<file path="config.mk">
export PLATFORM = sky130hd
export DESIGN_NAME = if_id_seg_buf
export DESIGN_NICKNAME = d
export VERILOG_FILES = /design/src/rtl/if_id_seg_buf.sv
export SDC_FILE = /design/constraint.sdc
export NUM_CORES = 1
export LEC_CHECK = 0
export BUFFER_PORTS_ARGS = -buffer_cell sky130_fd_sc_hd__buf_2
export CAP_MARGIN = 10
export CORE_AREA = 2 2 71 123
export CTS_BUF_LIST = sky130_fd_sc_hd__clkbuf_8
export DETAILED_ROUTE_END_ITERATION = 6
export DIE_AREA = 0 0 73 125
export PLACE_DENSITY_LB_ADDON = 0.15
export SLEW_MARGIN = 5
export SYNTH_ARGS = -nofsm -noshare
export SYNTH_HDL_FRONTEND = slang
export SYNTH_SLANG_ARGS = --single-unit
export TNS_END_PERCENT = 50
</file>
<file path="constraint.sdc">
create_clock -name clk -period 2.2 [get_ports clk]
set_input_delay 0.22 -clock clk [delete_from_list [all_inputs] [get_ports clk]]
set_output_delay 0.22 -clock clk [all_outputs]
set_load 0.01 [all_outputs]
</file>
<file path="src/rtl/if_id_seg_buf.sv">
// IF/ID segment register: valid/ready pipeline stage with a main + skid slot,
// a registered upstream ready, and saturating stall/flush performance counters.
module if_id_seg_buf #(
   parameter int unsigned PC_W   = 32,
   parameter int unsigned META_W = 1,
   parameter int unsigned CNT_W  = 16
) (
   input  logic              clk,
   input  logic              rst_n,
   input  logic              flushD,
   input  logic [PC_W-1:0]   PC_IF,
   input  logic [META_W-1:0] PredictF,
   input  logic              valid_IF,
   output logic              ready_IF,
   output logic [PC_W-1:0]   PC_ID,
   output logic [META_W-1:0] PredictD,
   output logic              valid_ID,
   input  logic              ready_ID,
   output logic [CNT_W-1:0]  stall_cnt,
   output logic [CNT_W-1:0]  flush_cnt
);

   logic              vm, vs, rdy_q;
   logic [PC_W-1:0]   pcm, pcs;
   logic [META_W-1:0] mm, ms;

   logic              vm_n, vs_n;
   logic [PC_W-1:0]   pcm_n, pcs_n;
   logic [META_W-1:0] mm_n, ms_n;

   logic acc, drn;
   logic stall_ev, flush_ev;

   assign acc      = valid_IF & rdy_q;
   assign drn      = vm & ready_ID;
   assign stall_ev = vm & ~ready_ID & ~flushD;
   assign flush_ev = flushD & (vm | vs);

   always_comb begin
      vm_n  = vm;
      vs_n  = vs;
      pcm_n = pcm;
      mm_n  = mm;
      pcs_n = pcs;
      ms_n  = ms;
      if (flushD) begin
         vm_n  = 1'b0;
         vs_n  = 1'b0;
         pcm_n = '0;
         mm_n  = '0;
         pcs_n = '0;
         ms_n  = '0;
      end else if (vs && (drn || !vm)) begin
         // ready_IF is low whenever vs is set, so no input can arrive here
         vm_n  = 1'b1;
         pcm_n = pcs;
         mm_n  = ms;
         vs_n  = 1'b0;
         pcs_n = '0;
         ms_n  = '0;
      end else if (vm && !drn && acc) begin
         vs_n  = 1'b1;
         pcs_n = PC_IF;
         ms_n  = PredictF;
      end else if ((drn || !vm) && acc) begin
         vm_n  = 1'b1;
         pcm_n = PC_IF;
         mm_n  = PredictF;
      end else if (drn) begin
         vm_n  = 1'b0;
         pcm_n = '0;
         mm_n  = '0;
      end
   end

   always_ff @(posedge clk or negedge rst_n) begin
      if (!rst_n) begin
         vm    <= 1'b0;
         vs    <= 1'b0;
         pcm   <= '0;
         mm    <= '0;
         pcs   <= '0;
         ms    <= '0;
         rdy_q <= 1'b1;
      end else begin
         vm    <= vm_n;
         vs    <= vs_n;
         pcm   <= pcm_n;
         mm    <= mm_n;
         pcs   <= pcs_n;
         ms    <= ms_n;
         // ready is a flop copy of the next skid state: no path from ready_ID
         rdy_q <= ~vs_n;
      end
   end

   always_ff @(posedge clk or negedge rst_n) begin
      if (!rst_n) begin
         stall_cnt <= '0;
         flush_cnt <= '0;
      end else begin
         if (stall_ev && (stall_cnt != '1))
            stall_cnt <= stall_cnt + CNT_W'(1);
         if (flush_ev && (flush_cnt != '1))
            flush_cnt <= flush_cnt + CNT_W'(1);
      end
   end

   assign ready_IF = rdy_q;
   assign valid_ID = vm;
   assign PC_ID    = pcm;
   assign PredictD = mm;

endmodule
</file>
After elaboration in Yosys (flattened, before gate mapping)
Index checks and enable logic that the tools add are counted.

cells by class
  eq/ne operators = 3
  bitwise gates (word level) = 9
  muxes and demuxes = 23
  reductions and logical operators = 12
  add/subtract/negate cells = 2

operators with widths
  operator                                                          count
  32-bit 2-to-1 mux                                                 8
  16-bit by 1-bit adder with 16-bit output (second input constant)  2
  16-bit != test (second input constant)                            2
  1-bit 2-to-1 mux                                                  15
  1-bit logical AND                                                 6
  1-bit bitwise AND                                                 5
  4-bit nonzero test                                                1
  3-bit != test (second input constant)                             1
  1-bit NOT                                                         3
  3-bit nonzero test                                                1
  1-bit zero test                                                   2
  2-bit AND reduction                                               1
  1-bit logical OR                                                  1
  1-bit bitwise OR                                                  1

word-level totals
  bits of input ports = 38
  output and inout bits = 67
  register bits = 101

Logic depth before layout (Yosys ltp)
Gate-level depths: netlist (run 1).

  depth in word-level cells = 8
  mapped depth = 7
  depth with buffers taken out = 5

Worst setup path after synthesis (run 1)
Ideal clock, no wire load.

  path type = register to register
  start point = register stall_cnt[0]
  end point = register stall_cnt[1]
  library setup time = 0.125 ns
  stages on the path, launching flop included = 6
  path slack = 0.456 ns
  clock period less this slack = 1.744 ns
  arrival time = 1.619 ns
  path buffers = 0
  cells stage by stage = dfrtp_1 > ha_1 > nand4_1 > nor3_4 > a311oi_1 > mux2_2

on the way
  word-level cells in the longest chain between the ends = 2
  elaborated cells between the ends (all ways) = 3
  those cells by class = add/sub (1); eq/ne (1); reduce/logical (1)

ends and longest elaborated chain
  item                                                                                              line  RTL
  from (decl)                                                                                       19    output logic [CNT_W-1:0] stall_cnt,
  from (signal assigned)                                                                            103   stall_cnt <= stall_cnt + CNT_W'(1);
  parallel branches: the longest is 2 deep, another holds 16-bit by 1-bit adder with 16-bit output  n/a

Parallel ways; which one is timed is not known.
A chain may end at the register's enable or synchronous reset.

Worst setup path after layout (run 1)
Same ends and word-level chain as after synthesis.

==> results of run 1 <==
[sequential cells by signal, indices dropped and copies added (netlist names)]
name	flops
vs	1
pcs	32
PredictD	1
PC_ID	32
stall_cnt	16
ready_IF	1
ms	1
flush_cnt	16
valid_ID	1
[layout make-up]
class	instances	area share [%]
clock inverter	4	1.81
timing repair buffer	117	12.1
sequential	101	48.1
inverter	3	0.214
multi-input combinational	232	32.7
clock buffer	11	2.88
tap	92	2.19
[worst max-delay path, cell delays in order (launching register included)]
cell,delay (ns)
dfrtp_1,0.42
ha_1,0.27
nand4_1,0.16
nor3_4,0.08
a311oi_1,0.42
mux2_2,0.39
[kinds of logic (layout without fill, tap and decap cells)]
group,after synthesis,in the layout
AO/OA/AOI/OAI,125,125
flip-flops,101,101
AND/OR/NAND/NOR,84,84
buffers and inverters,24,135
XOR/XNOR,17,17
multiplexers,4,4
adder cells (fa/ha/maj),2,2
[metrics by stage]
step | setup WS, ns | instance area [um2] | power [mW]
finish | 0.344 | 5260 | 4.22
global route | 0.236 | 5260 | 4.43
CTS | 0.346 | 5260 | 4.27
detailed placement | 0.362 | 5000 | 2.85
global placement | 0.434 | 5000 | 2.83
floorplan | 0.456 | 4340 | 2.51
[final timing paths]
check,end,start,depth (start not counted)
hold / removal,pcs[21],PC_IF[21],2
setup reg to reg,stall_cnt[1],stall_cnt[0],5
hold reg to reg,PC_ID[16],PC_ID[16],1
min in group asynchronous,PC_ID[18],rst_n,2
max in group asynchronous,flush_cnt[11],rst_n,3
setup / recovery,stall_cnt[1],stall_cnt[0],5
[metal layers]
layer  wire, um  track usage [%]
met2       5490             39.5
met5          0                0
met4        265             9.80
met1       4170             31.0
met3        489             4.19
[power by group through the flow]
stage / Clock, mW / Combinational, mW / Sequential (mW)
2_1_floorplan: 0 / 0.282 / 2.23
3_3_place_gp: 0 / 0.646 / 2.18
3_5_place_dp: 0 / 0.658 / 2.19
4_1_cts: 1.45 / 0.664 / 2.16
5_1_grt: 1.52 / 0.724 / 2.19
6_report: 1.41 / 0.651 / 2.16
[cell usage in the layout, fill, tap and decap left out, types with 2 or more instances in the layout]
| master | n |
|---|---|
| a21oi_1 | 13 |
| xor2_1 | 8 |
| nand2_1 | 14 |
| and2_1 | 4 |
| ha_1 | 2 |
| o21ai_0 | 2 |
| a41oi_1 | 2 |
| nor4_1 | 6 |
| nor3_1 | 6 |
| and4_1 | 2 |
| a22o_1 | 33 |
| a31oi_1 | 3 |
| nor3_4 | 3 |
| nand3_1 | 14 |
| dfrtp_1 | 100 |
| buf_2 | 103 |
| nor2_1 | 7 |
| o2bb2ai_1 | 33 |
| clkbuf_8 | 11 |
| buf_4 | 12 |
| nand4_1 | 9 |
| nand2b_1 | 3 |
| inv_1 | 3 |
| xnor2_1 | 9 |
| and3_1 | 7 |
| nor3_2 | 2 |
| mux2_2 | 4 |
| bufinv_16 | 3 |
| a22oi_1 | 33 |
[cell usage after synthesis, drive strengths merged (2+ instances only)]
cell type	n	area share, %
a31oi	3	0.43
ha	2	0.58
nand3	14	1.6
a41oi	2	0.40
a22oi	33	5.7
nand2b	3	0.43
xnor2	9	1.8
and3	7	1.0
o2bb2ai	33	6.7
o21ai	3	0.35
and2	4	0.58
nor3	11	2.1
mux2	4	1.0
nor3b	2	0.46
nor4	6	0.86
nand2	14	1.2
xor2	8	1.6
clkbuf	10	0.86
inv	3	0.26
dfrtp	100	58
buf	11	1.4
nand4	10	1.6
and4	2	0.40
a21oi	14	1.6
a22o	33	6.7
nor2	7	0.61
==> run metrics, run 1 <==
Distinct cells, synth 41; clock tree from TritonCTS built; CP arrival 2.10 ns; total routed wirelength 10.4 mm; hold buffers post-CTS 1; Top FF cell, synth dfrtp_1; setup_tns 0 ns; H-tree level count 3; final net count around 500; post-layout util 64.1%; post-synthesis xor/xnor area fraction 3.43%; largest net degree at the start of global routing 44; Die W 73 um; Chip Height 125 um; placed insts 544; Antenna Violating Nets Remaining 0; All-Layer GR Usage around a quarter; RSZ-0062 raised after global routing no; cell count after synthesis ~360; root buf cell clkbuf_8; DIE AREA between 0.009 and 0.01 mm2; Syn Nets between 300 and 400; Power Internal 3.08 mW; initial antenna violation count 0; status complete, no violations; final cell count without fillers 560; Worst-Margin Slew 0.518 ns; Clock Path Buffers 2; mux contribution to synthesized area 1.04%; Avg Cell Area, Syn 12.2 um2; Post-Synth Adder-Cell Area 0.576%; post-DR vias/cell 6.13; complex-gate fraction of the synthesized area 22.6%; largest family of logic cells by synthesized area compound AO/OA/AOI/OAI gates; 1st-iter DRT viols 197; Max Slew Vio Count 0; Clock power frac around a third; Synth Register Bits 101; Clock Skews 0.0124 ns; Max Fclk 539 MHz; pwr/cell area 802 mW/mm2; sw frac a little over a quarter; Post-synth EDFFs 0; area of the multi-input gates 0.00172 mm2; Tcrit/Tclk final 84.4%; crit-path max FO 6; IO buf count 104; TritonCTS buffer count 9; Worst-path clk slew 0.09 ns; drc violations 0; GPL Wtd Cong between 0.8 and 0.9; total grt overflow 0; Relative slew margins 65.2%; Seq/Total Area, Yosys 58.2%; Crit Path Category reg2reg; maximum resistive drop on vdd 0.567 mV; startpoint types register; Synth warnings 0; Post-Synth Simple-Gate Area 11.6%; Post-Syn Area 0.00434 mm2; drt wl/cell 18.6 um; post-DP HPWL 7.14 mm; CP Capture Type register; first-pass GRT wire length 17.1 mm; antenna fix cells 0; Setup Fix Bufs, Post-CTS 0; clk_lat worst skew 0.36 ns; # fillers 645; vias 3433; Num Clock Sinks 101; register area 0.00253 mm2; Rows 44; FFs w/ async S/R, synth between 90% and 100%; length of the first detailed-routing pass in iterations 4; initial core utilization between 50% and 60%; NetSw 1.14 mW; share of post-route cells with drive strength above 1 just over 30%; Flop pwr share about half; Final min period 1.86 ns; Hold Path Class in2reg; vias in the first global route 3416; Static Leakage 2.58 nW; worst hold slack 0.0827 ns; Gate power share between 15 and 20%; IO Pins 105; Syn-to-layout area delta 21.1%; Final Setup Violations 0; r2r setup slk ~0.34 ns; Core Region slightly above 0.008 mm2; Max-Cap Viols 0; Data required, critical path 2.44 ns; Final Hold Fails 0; CTS resizes 0
Note: power is estimated with default switching activity, not from simulation.
==> run 2, diff against run 1 <==
- ABC_AREA: default -> 1
- CORE_AREA: 2 2 71 123 -> 2 2 79 138
- DIE_AREA: 0 0 73 125 -> 0 0 81 140
- clock period: 2.2 -> 1.5 ns (I/O delays scaled with it)
==> run 2 against run 1 <==
Compared with the run above:
- the flow now finishes with violations (design-rule violations)
- worst hold slack worse by 0.047 ns
- via count is 41% higher
- largest cell class unchanged
- sequential share of layout area is 9.1 points lower
- global-route usage is 0.86 points higher
- fmax is 27% higher
- clock skew hardly changed
- sequential power is 48% higher
- highest routed layer unchanged
- synthesized cell count is 87% higher
- core utilization is 0.24 points lower
==> run metrics, run 2 <==
Worst-Margin Slew 0.376 ns (was 0.518 ns); Post-synth EDFFs 0 (unchanged); register area 0.00253 mm2 (about the same); final net count 844 (was 504); PnR Total Power 6.66 mW (was 4.22 mW); Rows 49 (was 44); Synth warnings 0 (unchanged); length of the first detailed-routing pass in iterations 7 (was 4); Final min period 1.46 ns (was 1.86 ns); Worst-path clk slew 0.10 ns (was 0.09 ns); crit-path max FO 16 (was 6); GPL Wtd Cong 0.834 (was 0.841); clock tree from TritonCTS built (unchanged); # fillers 929 (was 645); post-DP HPWL 9.54 mm (was 7.14 mm); Max Slew Vio Count 0 (unchanged); sw frac 31.1% (was 26.9%); Chip Height 140 um (was 125 um); Top FF cell, synth dfrtp_1 (unchanged); Flop pwr share 47.9% (was 51.2%); final cell count without fillers 936 (was 560); Clock power frac 29.2% (was 33.4%); initial antenna violation count 0 (unchanged); met1 WL 5.38 mm (was 4.17 mm); status complete, but fails checks (was complete, no violations); most frequent cell after synthesis nand2_1 (was dfrtp_1); Clock Skews 0.0121 ns (was 0.0124 ns); root buf cell clkbuf_8 (unchanged); TritonCTS buffer count 9 (unchanged); Clock Path Buffers 2 (unchanged); Synth Register Bits 101 (unchanged); vias 4855 (was 3433); Final Hold Fails 0 (unchanged); Relative slew margins 75.0% (was 65.2%); Tcrit/Tclk final 97.3% (was 84.4%); Data required, critical path 1.82 ns (was 2.44 ns); IO buf count 104 (unchanged); CP arrival 1.78 ns (was 2.10 ns); Syn Nets 707 (was 397); failing checks design-rule violations; met3 wire length 548 um (was 489 um); fin area 0.00650 mm2 (was 0.00526 mm2); drt wl/cell 14.5 um (was 18.6 um); post-synth top area cell dfrtp_1 (unchanged); metal2 WL 7.34 mm (was 5.49 mm); post-DR vias/cell 5.19 (was 6.13); IO Pins 105 (unchanged); CP Capture Type register (unchanged); NetSw 2.07 mW (was 1.14 mW); Max-Cap Viols 0 (unchanged); initial core utilization 50.2% (was 52.9%); Antenna Violating Nets Remaining 0 (unchanged); antenna fix cells 0 (unchanged); largest net degree at the start of global routing 51 (was 44); Avg Cell Area, Syn 7.66 um2 (was 12.2 um2); total routed wirelength 13.6 mm (was 10.4 mm); startpoint types register (unchanged); Static Leakage 3.44 nW (was 2.58 nW); share of post-route cells with drive strength above 1 26.1% (was 30.8%); Crit Path Category reg2reg (unchanged); Syn-to-layout area delta 27.1% (was 21.1%); Gate power share 22.8% (was 15.4%); RSZ-0062 raised after global routing yes (was no); Power Internal 4.59 mW (was 3.08 mW); DIE AREA 0.0113 mm2 (was 0.00913 mm2); Max Fclk 685 MHz (was 539 MHz); Post-synth top cells 201 x nand2_1, 100 x dfrtp_1, 92 x inv_1 (was 100 x dfrtp_1, 33 x a22o_1, 33 x a22oi_1, 33 x o2bb2ai_1); Post-Syn Area 0.00511 mm2 (was 0.00434 mm2); drc violations 6 (was 0); share of the synthesized area in the top cell type 49.0% (was 57.6%); FFs w/ async S/R, synth 100% (unchanged); most frequent cells in the layout 195 x nand2_1, 103 x buf_2, 97 x dfrtp_1, 92 x inv_1, 85 x nand3_1 (was 103 x buf_2, 100 x dfrtp_1, 33 x a22o_1, 33 x a22oi_1, 33 x o2bb2ai_1); uppermost layer routed met4 (unchanged); total cell area at the placement stage 0.00606 mm2 (was 0.00500 mm2); Hold Path Class in2reg (unchanged); All-Layer GR Usage 24.9% (was 24.1%); cell count after synthesis 667 (was 357); area of the multi-input gates 0.00215 mm2 (was 0.00172 mm2); total grt overflow 0 (unchanged); Final Setup Violations 0 (unchanged); 1st-iter DRT viols 206 (was 197); Die W 81 um (was 73 um); pwr/cell area 1020 mW/mm2 (was 802 mW/mm2); setup_tns 0 ns (unchanged); Num Clock Sinks 101 (unchanged); top cells by area, synth dfrtp_1 49%, nand2_1 15%, nand3_1 8.5% (was dfrtp_1 58%, a22o_1 6.7%, o2bb2ai_1 6.7%); H-tree level count 3 (unchanged); Distinct cells, synth 26 (was 41); clk_lat worst skew 0.37 ns (was 0.36 ns); commonest non-fill, non-tap cell in the layout nand2_1 (was buf_2); Seq/Total Area, Yosys 49.5% (was 58.2%); worst hold slack 0.0355 ns (was 0.0827 ns); placed insts 911 (was 544); Core Region 0.0102 mm2 (was 0.00820 mm2); vias in the first global route 4881 (was 3416); first-pass GRT wire length 22.4 mm (was 17.1 mm); maximum resistive drop on vdd 0.628 mV (was 0.567 mV)
run 2: metal layers:
metal / track usage (%) / vias up
li1: - / 2403
met1: 28.4 / 2303
met2: 44.8 / 119
met3: 4.38 / 30
met4: 9.90 / 0
met5: 0 / -
run 2: cells by family (layout without fill, tap and decap cells):
logic type / count (synthesis) / count (layout) / share of synthesized area (%)
XOR/XNOR: 13 / 13 / 2.23
adder cells (fa/ha/maj): 2 / 2 / 0.490
buffers and inverters: 128 / 270 / 10.1
flip-flops: 101 / 101 / 49.5
AND/OR/NAND/NOR: 342 / 342 / 28.8
AO/OA/AOI/OAI: 81 / 81 / 8.89
run 2: worst paths after layout:
path	start	depth (start not counted)	slack (ns)	to
min in group asynchronous	rst_n	2	0.14	stall_cnt[5]
max reg2reg	ready_IF	7	0.04	PC_ID[7]
max	ready_IF	7	0.04	PC_ID[7]
min reg2reg	PC_ID[24]	2	0.51	PC_ID[24]
max in group asynchronous	rst_n	3	0.84	ready_IF
min	PC_IF[14]	3	0.04	pcs[14]
run 2: power groups by stage:
stage | combinational (mW) | sequential, mW | clock, mW
6_report | 1.52 | 3.19 | 1.95
2_1_floorplan | 0.614 | 3.35 | 0
4_1_cts | 1.44 | 3.19 | 1.99
3_3_place_gp | 1.38 | 3.23 | 0
3_5_place_dp | 1.43 | 3.24 | 0
5_1_grt | 1.71 | 3.23 | 2.09
run 2: layout make-up:
type / count / area share [%]
clock buffers: 10 / 2.12
clock inverters: 6 / 1.35
inverters: 100 / 5.81
multi-input cells: 438 / 33.1
flip-flops and latches: 101 / 39.0
well taps: 127 / 2.45
repair buffers: 154 / 16.2
run 2: metrics by stage:
stage | utilization [%] | setup slack [ns]
finish | 63.9 | 0.0402
floorplan | - | 0.00118
detailed placement | 59.5 | 0.0684
global route | 63.9 | -0.0278
CTS | 61.8 | 0.0428
global placement | 59.5 | 0.117
run 2: what timing repair did:
action / CTS / global route
setup endpoints to repair: 0 / 35
endpoints found under the hold margin: 100 / 0
buffers inserted: 0 / 5
hold buffers: 1 / 0
gates resized for setup: 0 / 44
run 2: worst max-delay path, stage by stage (launching register included):
cell       delay [ns]
dfstp_2          0.57
nand2_4          0.07
nor2_4           0.22
clkbuf_16        0.24
nand3_1          0.07
o21ai_1          0.09
nand2_1          0.07
nand2_1          0.07
